--- config.mk ---
export PLATFORM = sky130hd
export DESIGN_NAME = insseq_flat
export DESIGN_NICKNAME = d
export VERILOG_FILES = /design/src/rtl/insseq_pkg.sv /design/src/rtl/insseq_if.sv /design/src/rtl/insseq_pc.sv /design/src/rtl/insseq.sv /design/src/flat_wrapper.sv
export SDC_FILE = /design/constraint.sdc
export NUM_CORES = 1
export LEC_CHECK = 0
export ABC_AREA = 0
export BUFFER_PORTS_ARGS = -buffer_cell sky130_fd_sc_hd__buf_4
export CORE_ASPECT_RATIO = 2
export CORE_MARGIN = 3
export CORE_UTILIZATION = 35
export CTS_BUF_LIST = sky130_fd_sc_hd__clkbuf_4 sky130_fd_sc_hd__clkbuf_8
export CTS_CLUSTER_DIAMETER = 100
export DETAILED_ROUTE_END_ITERATION = 16
export PLACE_DENSITY_LB_ADDON = 0.12
export SLEW_MARGIN = 20
export SYNTH_ARGS = -nofsm -noshare
export SYNTH_HDL_FRONTEND = slang
export SYNTH_SLANG_ARGS = --single-unit
--- constraint.sdc ---
create_clock -name clk -period 1.8 [get_ports clk]
set_input_delay 0.18 -clock clk [delete_from_list [all_inputs] [get_ports clk]]
set_output_delay 0.18 -clock clk [all_outputs]
set_load 0.03 [all_outputs]
--- src/rtl/insseq_pkg.sv ---
// insseq_pkg: shared state encodings, halt code and default widths for the micro-sequencer
package insseq_pkg;
  typedef enum logic [1:0] {
    FETCH  = 2'd0,
    DECODE = 2'd1,
    EXEC   = 2'd2,
    HALT   = 2'd3
  } state_t;
  localparam logic [2:0] IB_HALT = 3'd0;
  localparam int AW_DEF = 8;
  localparam int DW_DEF = 8;
endpackage

--- src/rtl/insseq_if.sv ---
// insseq_if: opcode-fetch memory read bus with req/ack handshake
interface insseq_if #(parameter int AW = 8, parameter int DW = 8);
  logic          mem_rd_req;
  logic [AW-1:0] mem_addr;
  logic [DW-1:0] mem_rdata;
  logic          mem_rd_ack;
  modport master (output mem_rd_req, mem_addr, input mem_rdata, mem_rd_ack);
  modport slave  (input mem_rd_req, mem_addr, output mem_rdata, mem_rd_ack);
endinterface

--- src/rtl/insseq_pc.sv ---
// insseq_pc: program counter with load-over-increment priority and modulo-2^AW wrap
module insseq_pc #(parameter int AW = 8) (
  input  logic          clk,
  input  logic          reset,
  input  logic          inc,
  input  logic          load,
  input  logic [AW-1:0] pc_in,
  output logic [AW-1:0] pc
);
  logic [AW-1:0] pc_d, pc_q;
  always_comb pc_d = load ? pc_in : inc ? pc_q + 1'b1 : pc_q;
  always_ff @(posedge clk) begin
    if (reset) pc_q <= '0;
    else       pc_q <= pc_d;
  end
  assign pc = pc_q;
endmodule

--- src/rtl/insseq.sv ---
// insseq: opcode fetch and execute micro-step sequencer feeding the instruction decoder
module insseq
  import insseq_pkg::*;
#(
  parameter int AW = AW_DEF,
  parameter int DW = DW_DEF
) (
  input  logic          clk,
  input  logic          reset,
  insseq_if.master      mem,
  output logic [7:0]    ird,
  input  logic [2:0]    ib,
  input  logic [2:0]    sb,
  input  logic          stall,
  input  logic          pc_load,
  input  logic [AW-1:0] pc_in,
  output logic          exec_en,
  output logic [2:0]    ustep,
  output logic          last_step,
  output logic          halted,
  output logic [AW-1:0] pc
);
  state_t     state_d, state_q;
  logic [2:0] cnt_d, cnt_q, step_d, step_q;
  logic [7:0] ird_d, ird_q;
  logic       fetch_ack, go_exec, run, run_step;
  always_ff @(posedge clk) begin
    if (reset) begin
      state_q <= FETCH;
      cnt_q   <= '0;
      step_q  <= '0;
      ird_q   <= '0;
    end else begin
      state_q <= state_d;
      cnt_q   <= cnt_d;
      step_q  <= step_d;
      ird_q   <= ird_d;
    end
  end
  always_comb begin
    fetch_ack = state_q == FETCH && mem.mem_rd_ack;
    go_exec   = state_q == DECODE && ib != IB_HALT;
    run       = state_q == EXEC && !stall;
    run_step  = run && cnt_q != 3'd1;
    state_d   = fetch_ack ? DECODE :
                state_q == DECODE ? (go_exec ? EXEC : HALT) :
                run && cnt_q == 3'd1 ? FETCH : state_q;
    cnt_d     = go_exec ? ib : run_step ? cnt_q - 3'd1 : cnt_q;
    step_d    = go_exec ? sb : run_step ? step_q + 3'd1 : step_q;
    ird_d     = fetch_ack ? mem.mem_rdata : ird_q;
  end
  // request is masked during reset so a pending fetch drops immediately
  always_comb begin
    mem.mem_rd_req = state_q == FETCH && !reset;
    mem.mem_addr   = pc;
    exec_en        = state_q == EXEC;
    ustep          = step_q;
    last_step      = state_q == EXEC && cnt_q == 3'd1;
    halted         = state_q == HALT;
    ird            = ird_q;
  end
  insseq_pc #(.AW(AW)) u_pc (
    .clk   (clk),
    .reset (reset),
    .inc   (fetch_ack),
    .load  (run && pc_load),
    .pc_in (pc_in),
    .pc    (pc)
  );
endmodule

--- src/flat_wrapper.sv ---
// flat-port wrapper written by rule: the top's interface ports become plain ports
module insseq_flat import insseq_pkg::*;
#(
  parameter int AW = AW_DEF,
  parameter int DW = DW_DEF
)
  (clk, reset, ird, ib, sb, stall, pc_load, pc_in, exec_en, ustep, last_step, halted, pc, mem_mem_rd_req, mem_mem_addr, mem_mem_rdata, mem_mem_rd_ack);
  insseq_if #(.AW(AW), .DW(DW)) mem_i ();
  input  logic clk;
  input  logic reset;
  output logic [7:0] ird;
  input  logic [2:0] ib;
  input  logic [2:0] sb;
  input  logic stall;
  input  logic pc_load;
  input  logic [AW-1:0] pc_in;
  output logic exec_en;
  output logic [2:0] ustep;
  output logic last_step;
  output logic halted;
  output logic [AW-1:0] pc;
  output wire logic [$bits(mem_i.mem_rd_req)-1:0] mem_mem_rd_req;
  output wire logic [$bits(mem_i.mem_addr)-1:0] mem_mem_addr;
  input wire logic [$bits(mem_i.mem_rdata)-1:0] mem_mem_rdata;
  input wire logic [$bits(mem_i.mem_rd_ack)-1:0] mem_mem_rd_ack;
  assign mem_mem_rd_req = mem_i.mem_rd_req;
  assign mem_mem_addr = mem_i.mem_addr;
  assign mem_i.mem_rdata = mem_mem_rdata;
  assign mem_i.mem_rd_ack = mem_mem_rd_ack;
  insseq #(.AW(AW), .DW(DW)) u_core (.clk(clk), .reset(reset), .mem(mem_i), .ird(ird), .ib(ib), .sb(sb), .stall(stall), .pc_load(pc_load), .pc_in(pc_in), .exec_en(exec_en), .ustep(ustep), .last_step(last_step), .halted(halted), .pc(pc));
endmodule
# After elaboration in Yosys (flattened, before gate mapping)
# Cells that the tools add are included.
# Widths: inputs -> output; s select.
# word_totals
ff_bits	24
out_inout_bits	31
# classes
n_reduce_logical	17
muxes	10
add_sub_neg	3
eq_ne	5
# op_table
op	n
$mux 8	2
$mux 3	4
$add 8x1->8 const B	1
$logic_and 1x1->1	8
$reduce_bool 2->1	3
$reduce_bool 3->1	2
$eq 2x2->1 const B	2
$mux 2	2
$add 3x1->3 const B	1
$eq 3x1->1 const B	1
$ne 3x1->1 const B	1
$sub 3x1->3 const B	1
$eq 2x1->1 const B	1
$logic_not 1->1	2
$logic_not 2->1	1
$mux 1	2
$reduce_or 2->1	1

# Longest topological paths before layout
# Gate-level depths: netlist (run 1).
# depth
depth_word	6
mapped_depth	5
ltp_nobuf	5

# Hierarchy
# Synthesis (run 1) repeated with hierarchy kept, for this count alone.
# hier_totals
hier_cells	144
area_unflattened_um2	1311.3
# by_module_without_submodules
module	cells_per_inst	area_per_inst_um2	n_inst
insseq	91	847.1	1
insseq_pc	53	464.2	1

# Worst setup path after synthesis (run 1)
# No wires, ideal clock.
# synth_timing
path_kind	register -> register
startpoint	register u_core.u_pc.pc_q[2], in the netlist u_core.u_pc.pc[2]
endpoint	register u_core.u_pc.pc_q[7], in the netlist u_core.u_pc.pc[7]
t_arrival_ns	1.555
synth_period_minus_slack_ns	1.645
path_buffers	0
path_slack_ns	0.155
stages_incl_launch_ff	4
path_cell_list	dfxtp_1 > nand4bb_1 > or4_1 > a311oi_1
# synth_via
elab_chain_len	3
# synth_rtl
element	line	text
from (decl)	insseq_pc.sv:10	logic [AW-1:0] pc_d, pc_q;
from (signal assigned)	insseq_pc.sv:14	else pc_q <= pc_d;
$add 8x1->8	insseq_pc.sv:11	always_comb pc_d = load ? pc_in : inc ? pc_q + 1'b1 : pc_q;
$mux 8 (2 in series)	insseq_pc.sv:11	
# Every way passes these cells. The select of a mux whose other input is x is not followed.
# A chain may end at the register's enable or synchronous reset.

# Worst setup path in the final report (run 1)
# layout_timing
startpoint	register u_core.state_q[0]
endpoint	register u_core.step_q[2], in the netlist u_core.ustep[2]
# layout_via
elab_chain_len	4
word_cells_on_any_way	7
classes_between	eq/ne: 2; mux: 1; reduce/logical: 4
# layout_rtl
element	line	text
from (decl)	insseq.sv:23	state_t state_d, state_q;
from (signal assigned)	insseq.sv:34	state_q <= state_d;
$eq 2x2->1	insseq.sv:43	run = state_q == EXEC && !stall;
$logic_and 1x1->1	insseq.sv:43	
$logic_and 1x1->1	insseq.sv:44	run_step = run && cnt_q != 3'd1;
$reduce_bool 2->1 (no line)	n/a	
to (signal assigned)	insseq.sv:36	step_q <= step_d;
to (decl)	insseq.sv:24	logic [2:0] cnt_d, cnt_q, step_d, step_q;
# Parallel ways exist; a longest one is shown, timed or not.

==> out/metrics.cfg, run 1 <==
[timing]
fin_crit_ps=1626
tightest_slew_ps=467.2
layout_setup_ws_ps=174.2
setup_tns_ps=0
hold_viol=0
rsz0062_at_grt=false
relSlewSlack=0.6843
setup_violations=0
skew_ps=1.713
period_share=0.9032
drv_slew=0
max_freq_mhz=615.1

[synthesis]
syn_area_per_cell_um2=8.156
syn_inst=160
syn_area_um2=1305
yosysSeqAreaShare=0.3682
synthDistinctLibCells=40
syn_nets=191
yosys_warnings=0
synth.ff_latch_count=24

[cts]
post_cts_resized=0
clk_path_buf_depth=2
tritoncts=done
htreeDepth=1
numCtsBuffers=3
clk_pin_slew_ps=90
insertion_delay_ps=270
cts_hold_buf=0
cts_root_buf=clkbuf_8
cts_sinks=24
post-cts-setup-buffers=0

[worst_hold_path]
min-delay-path-class=in2reg
hp-start=mem_mem_rdata[2]
min_path_cells=3
whs_endpoint=u_core.ird[2]

[critical_path]
ff2ff_path_depth=3
worstReg2RegStart=u_core.state_q[0]
crit_buf_inv=0
worstSetupPathType=reg2reg
arrival_ps=1810
cp_slowest_cell=or3b_1
cp.required_ps=1980
critPathLaunchType=flip-flop
cp_cell_sequence=or3b_1 -> or4_1 -> a311oi_1
ff2ff_setup_slack_ps=170
r2r-end=u_core.ustep[2]
critPathMaxStageDelay_ps=490
path_max_fanout=7
end_kind=flip-flop
crit_family=simple AND/OR/NAND/NOR gates

[final_layout]
fillCellCount=331
nets=245
most-common-layout-cells=65 x buf_4, 24 x dfxtp_1, 23 x nand2_1
register_area_um2=480.5
final_common_cell=buf_4
area_growth_pct=40.27
n_antenna_cell=0
multiInputGateArea_um2=704.4
layout-drive-gt1-share=0.3333

[place]
place_congestion=0.8049
numPortBuffers=57
pre_cts_slack_ps=173.9
dp_hpwl_mm=2.858

[status]
run_status=complete, no violations

[global_routing]
grt.overflow.total=0
grt_pass1_vias=1241
grt_antenna_before_repair=0
track_usage=0.1612
grt_first_pass_wirelength_mm=5.802
grt_max_degree=27

[die]
core.rowCount=30
core-area_um2=3491
die_w_um=49.18
io_pins=58
die_y_um=92.36
dieArea_um2=4542
start_util=0.3738

[drt]
routed_wl_mm=3.588
initialDrtViolationCount=17
viasPerCell=5.172
dr.pass1.iters=4
vias=1350
wire_per_inst_um=13.75
drtAntennaViolNets=0
drcViolationCount=0

[power]
power_density_nw_per_um2=841.2
ir_worst_vdd_uv=513.4
leakagePower_nw=0.7572

[flow_run]
drv_cap=0

## stage by stage
step                        util  cells  power (mW)  instance area [µm²]  hold WS, ps
after floorplan                -    160      0.9038                 1305        316.0
after global placement    0.5039    257       1.070                 1759        428.6
after detailed placement  0.5039    257       1.075                 1759        441.7
after CTS                 0.5244    261       1.556                 1831        149.7
after global routing      0.5244    261       1.615                 1831        158.4
final                     0.5244    261       1.540                 1831        154.5
## metal layers
metal / wire length, µm / track usage
met5: 0 / 0
met4: 46 / 0.06176
met3: 198 / 0.02576
met2: 1913 / 0.2993
met1: 1429 / 0.1767
## flip-flops by register name (all words and copies together) (netlist names)
name and cells:
u_core.cnt_q 3, u_core.ird 8, u_core.state_q 2, u_core.u_pc.pc 8, u_core.ustep 3
## cell usage after synthesis (all sizes together)
| cell | count | area (µm²) |
|---|---|---|
| o31ai | 3 | 22.52 |
| buf | 11 | 75.07 |
| nor2b | 2 | 12.51 |
| nor3 | 8 | 40.04 |
| a221oi | 2 | 17.52 |
| nand2 | 23 | 86.33 |
| a22oi | 1 | 7.510 |
| nand3 | 3 | 15.01 |
| a311oi | 7 | 61.31 |
| and3 | 1 | 6.260 |
| nand4 | 1 | 6.260 |
| o22ai | 1 | 6.260 |
| a31oi | 2 | 12.51 |
| nand2b | 2 | 12.51 |
| a211oi | 1 | 7.510 |
| nor4bb | 3 | 30.03 |
| clkbuf | 5 | 18.77 |
| o21ai | 3 | 15.01 |
| o211ai | 2 | 15.01 |
| or4 | 2 | 15.01 |
| nor2 | 9 | 33.78 |
| nand4bb | 2 | 22.52 |
| o21bai | 1 | 7.510 |
| or3 | 4 | 25.02 |
| or3b | 2 | 17.52 |
| nand3b | 1 | 7.510 |
| inv | 7 | 26.28 |
| nor3b | 2 | 20.02 |
| and4 | 1 | 8.760 |
| nor4 | 4 | 25.02 |
| mux2i | 1 | 10.01 |
| o32ai | 1 | 8.760 |
| dfxtp | 24 | 480.5 |
| a2bb2oi | 1 | 8.760 |
| ha | 4 | 50.05 |
| o311a | 1 | 10.01 |
| a21oi | 12 | 60.06 |
## worst max-delay path by stage
stage,startpoint,endpoint,slack (ps),cells after the start
detailed placement,u_core.state_q[0],u_core.ustep[2],170,3
global route,u_core.state_q[0],u_core.ustep[2],50,3
finish,u_core.state_q[0],u_core.ustep[2],170,3
floorplan,u_core.u_pc.pc[2],u_core.u_pc.pc[7],150,3
global placement,u_core.state_q[0],u_core.ustep[2],250,3
CTS,u_core.state_q[0],u_core.ustep[2],180,3
## area by class of cell
| type | count | share of cell area |
|---|---|---|
| inverter | 7 | 0.01435 |
| clock inverter | 1 | 0.01640 |
| timing repair buffer | 65 | 0.2666 |
| multi-input combinational | 113 | 0.3848 |
| clock buffer | 3 | 0.02256 |
| sequential | 24 | 0.2625 |
| tap | 48 | 0.03281 |
## cell families after synthesis
kind of cell / Yosys count / synth area share
simple gates: 70 / 0.2943
compound gates: 38 / 0.1994
flops: 24 / 0.3682
buf+inv: 23 / 0.09205
fa+ha+maj: 4 / 0.03835
mux: 1 / 0.007670
## power breakdown
part | leakage [nW] | internal (mW) | switching (mW)
Clock | 0.0357 | 0.297 | 0.181
Combinational | 0.525 | 0.194 | 0.254
Sequential | 0.196 | 0.577 | 0.0368
## worst register-to-register path, cell delays in order (launching register included)
cell and delay [ps]:
dfxtp_1 370, or3b_1 490, or4_1 430, a311oi_1 260
Power figures use the tool's default switching activity.
==> run 2, diff against run 1 <==
--- a/config.mk
+++ b/config.mk
@@ -15,4 +15,5 @@
 export DETAILED_ROUTE_END_ITERATION = 16
 export PLACE_DENSITY_LB_ADDON = 0.12
+export SETUP_SLACK_MARGIN = 0.02
 export SLEW_MARGIN = 20
 export SYNTH_ARGS = -nofsm -noshare
==> constraint.sdc (replaced) <==
create_clock -name clk -period 1.8 [get_ports clk]
set_input_delay 0.09 -clock clk [delete_from_list [all_inputs] [get_ports clk]]
set_output_delay 0.09 -clock clk [all_outputs]
set_load 0.03 [all_outputs]
==> out/metrics.cfg, run 2 (same netlist as run 1, synthesis figures left out) <==
[drt]
drtAntennaViolNets=0
vias=1410
routed_wl_mm=3.749
initialDrtViolationCount=26
wl_met1_mm=1.385
dr.pass1.iters=4
drcViolationCount=0
top_layer_used=met4
dr_wl_met3_um=222
wire_per_inst_um=14.31
met2WireLength_mm=2.056
viasPerCell=5.382

[timing]
hold_viol=0
max_freq_mhz=597.7
drv_slew=0
setup_tns_ps=0
relSlewSlack=0.6849
tightest_slew_ps=466.3
period_share=0.9294
fin_crit_ps=1673
rsz0062_at_grt=false
setup_violations=0
skew_ps=8.260

[place]
dp_hpwl_mm=2.981
place_congestion=0.7881
numPortBuffers=57

[power]
p_switching_mw=0.4812
combPwrFrac=0.290
switching_share=0.3105
power_density_nw_per_um2=843.1
leakagePower_nw=0.7626
intPower_mw=1.068
pwr-share-clk=0.312
power_frac_seq=0.398
ir_worst_vdd_uv=625.2

[global_routing]
grt_pass1_vias=1332
grt_antenna_before_repair=0
grt_max_degree=27
track_usage=0.1693
grt.overflow.total=0
grt_first_pass_wirelength_mm=6.127

[critical_path]
cp_cell_sequence=or3b_1 -> or4_1 -> a311oi_1
end_kind=flip-flop
crit_family=simple AND/OR/NAND/NOR gates
cp_slowest_cell=or3b_1
path_max_fanout=9
ff2ff_setup_slack_ps=130
critPathMaxStageDelay_ps=490
critPathLaunchType=flip-flop
arrival_ps=1860
worstSetupPathType=reg2reg
cp.required_ps=1990
crit_buf_inv=0

[die]
start_util=0.3738
core.rowCount=30
die_y_um=92.36
die_w_um=49.18
dieArea_um2=4542
core-area_um2=3491
io_pins=58

[final_layout]
final_common_cell=buf_4
most-common-layout-cells=66 x buf_4, 24 x dfxtp_1, 23 x nand2_1
n_antenna_cell=0
nets=246
area_growth_pct=40.84
layout-drive-gt1-share=0.3364
utilization=0.5265

[cts]
cts_hold_buf=0
numCtsBuffers=3
post-cts-setup-buffers=0
insertion_delay_ps=280
post_cts_resized=0
clk_path_buf_depth=2
cts_root_buf=clkbuf_8
cts_sinks=24
tritoncts=done
htreeDepth=1
clk_pin_slew_ps=90

[worst_hold_path]
min-delay-path-class=in2reg

[flow_run]
drv_cap=0

[status]
run_status=complete, no violations

==> run 2: cell types whose count changed in the layout (fill, tap and decap cells not counted) <==
cell	delta
buf_4	+1
==> run 2: tightest hold or removal path: stages <==
cell,delay (ps)
buf_4,110
nand2_1,40
a21oi_1,50
==> run 2: through the flow <==
step | hold slack [ps] | power (mW) | instance area [µm²] | setup WS, ps | std cells
after global routing | 67.85 | 1.623 | 1838 | 22.48 | 262
after CTS | 52.43 | 1.560 | 1838 | 121.1 | 262
final | 49.93 | 1.550 | 1838 | 127.0 | 262
after detailed placement | 349.0 | 1.080 | 1767 | 117.1 | 258
after floorplan | 226.0 | 0.9038 | 1305 | 154.5 | 160
after global placement | 338.5 | 1.070 | 1767 | 214.7 | 258
==> run 2: routing by layer <==
layer | vias up | global-route usage
met1 | 655 | 0.1781
met4 | 0 | 0.08314
met3 | 7 | 0.02738
met5 | - | 0
li1 | 691 | -
met2 | 57 | 0.3139
==> run 2: power by group through the flow <==
stage / combinational, mW / sequential, mW / clock (mW)
2_1_floorplan: 0.222 / 0.682 / 0
3_3_place_gp: 0.444 / 0.626 / 0
3_5_place_dp: 0.451 / 0.629 / 0
4_1_cts: 0.453 / 0.618 / 0.490
5_1_grt: 0.488 / 0.625 / 0.510
6_report: 0.449 / 0.616 / 0.484
==> run 2: path summary, 6_finish.rpt <==
path	from	to	depth (start not counted)
max	u_core.state_q[0]	u_core.ustep[2]	3
min reg2reg	u_core.ird[5]	u_core.ird[5]	2
max reg2reg	u_core.state_q[0]	u_core.ustep[2]	3
min	mem_mem_rdata[6]	u_core.ird[6]	3
==> run 2: final cells by class <==
type	instances	area (µm²)
Timing Repair Buffer	66	495.5
Sequential cell	24	480.5
Multi-Input combinational cell	113	704.4
Clock inverter	1	30.03
Inverter	7	26.28
Fill cell	356	1653
Clock buffer	3	41.29
Tap cell	48	60.06
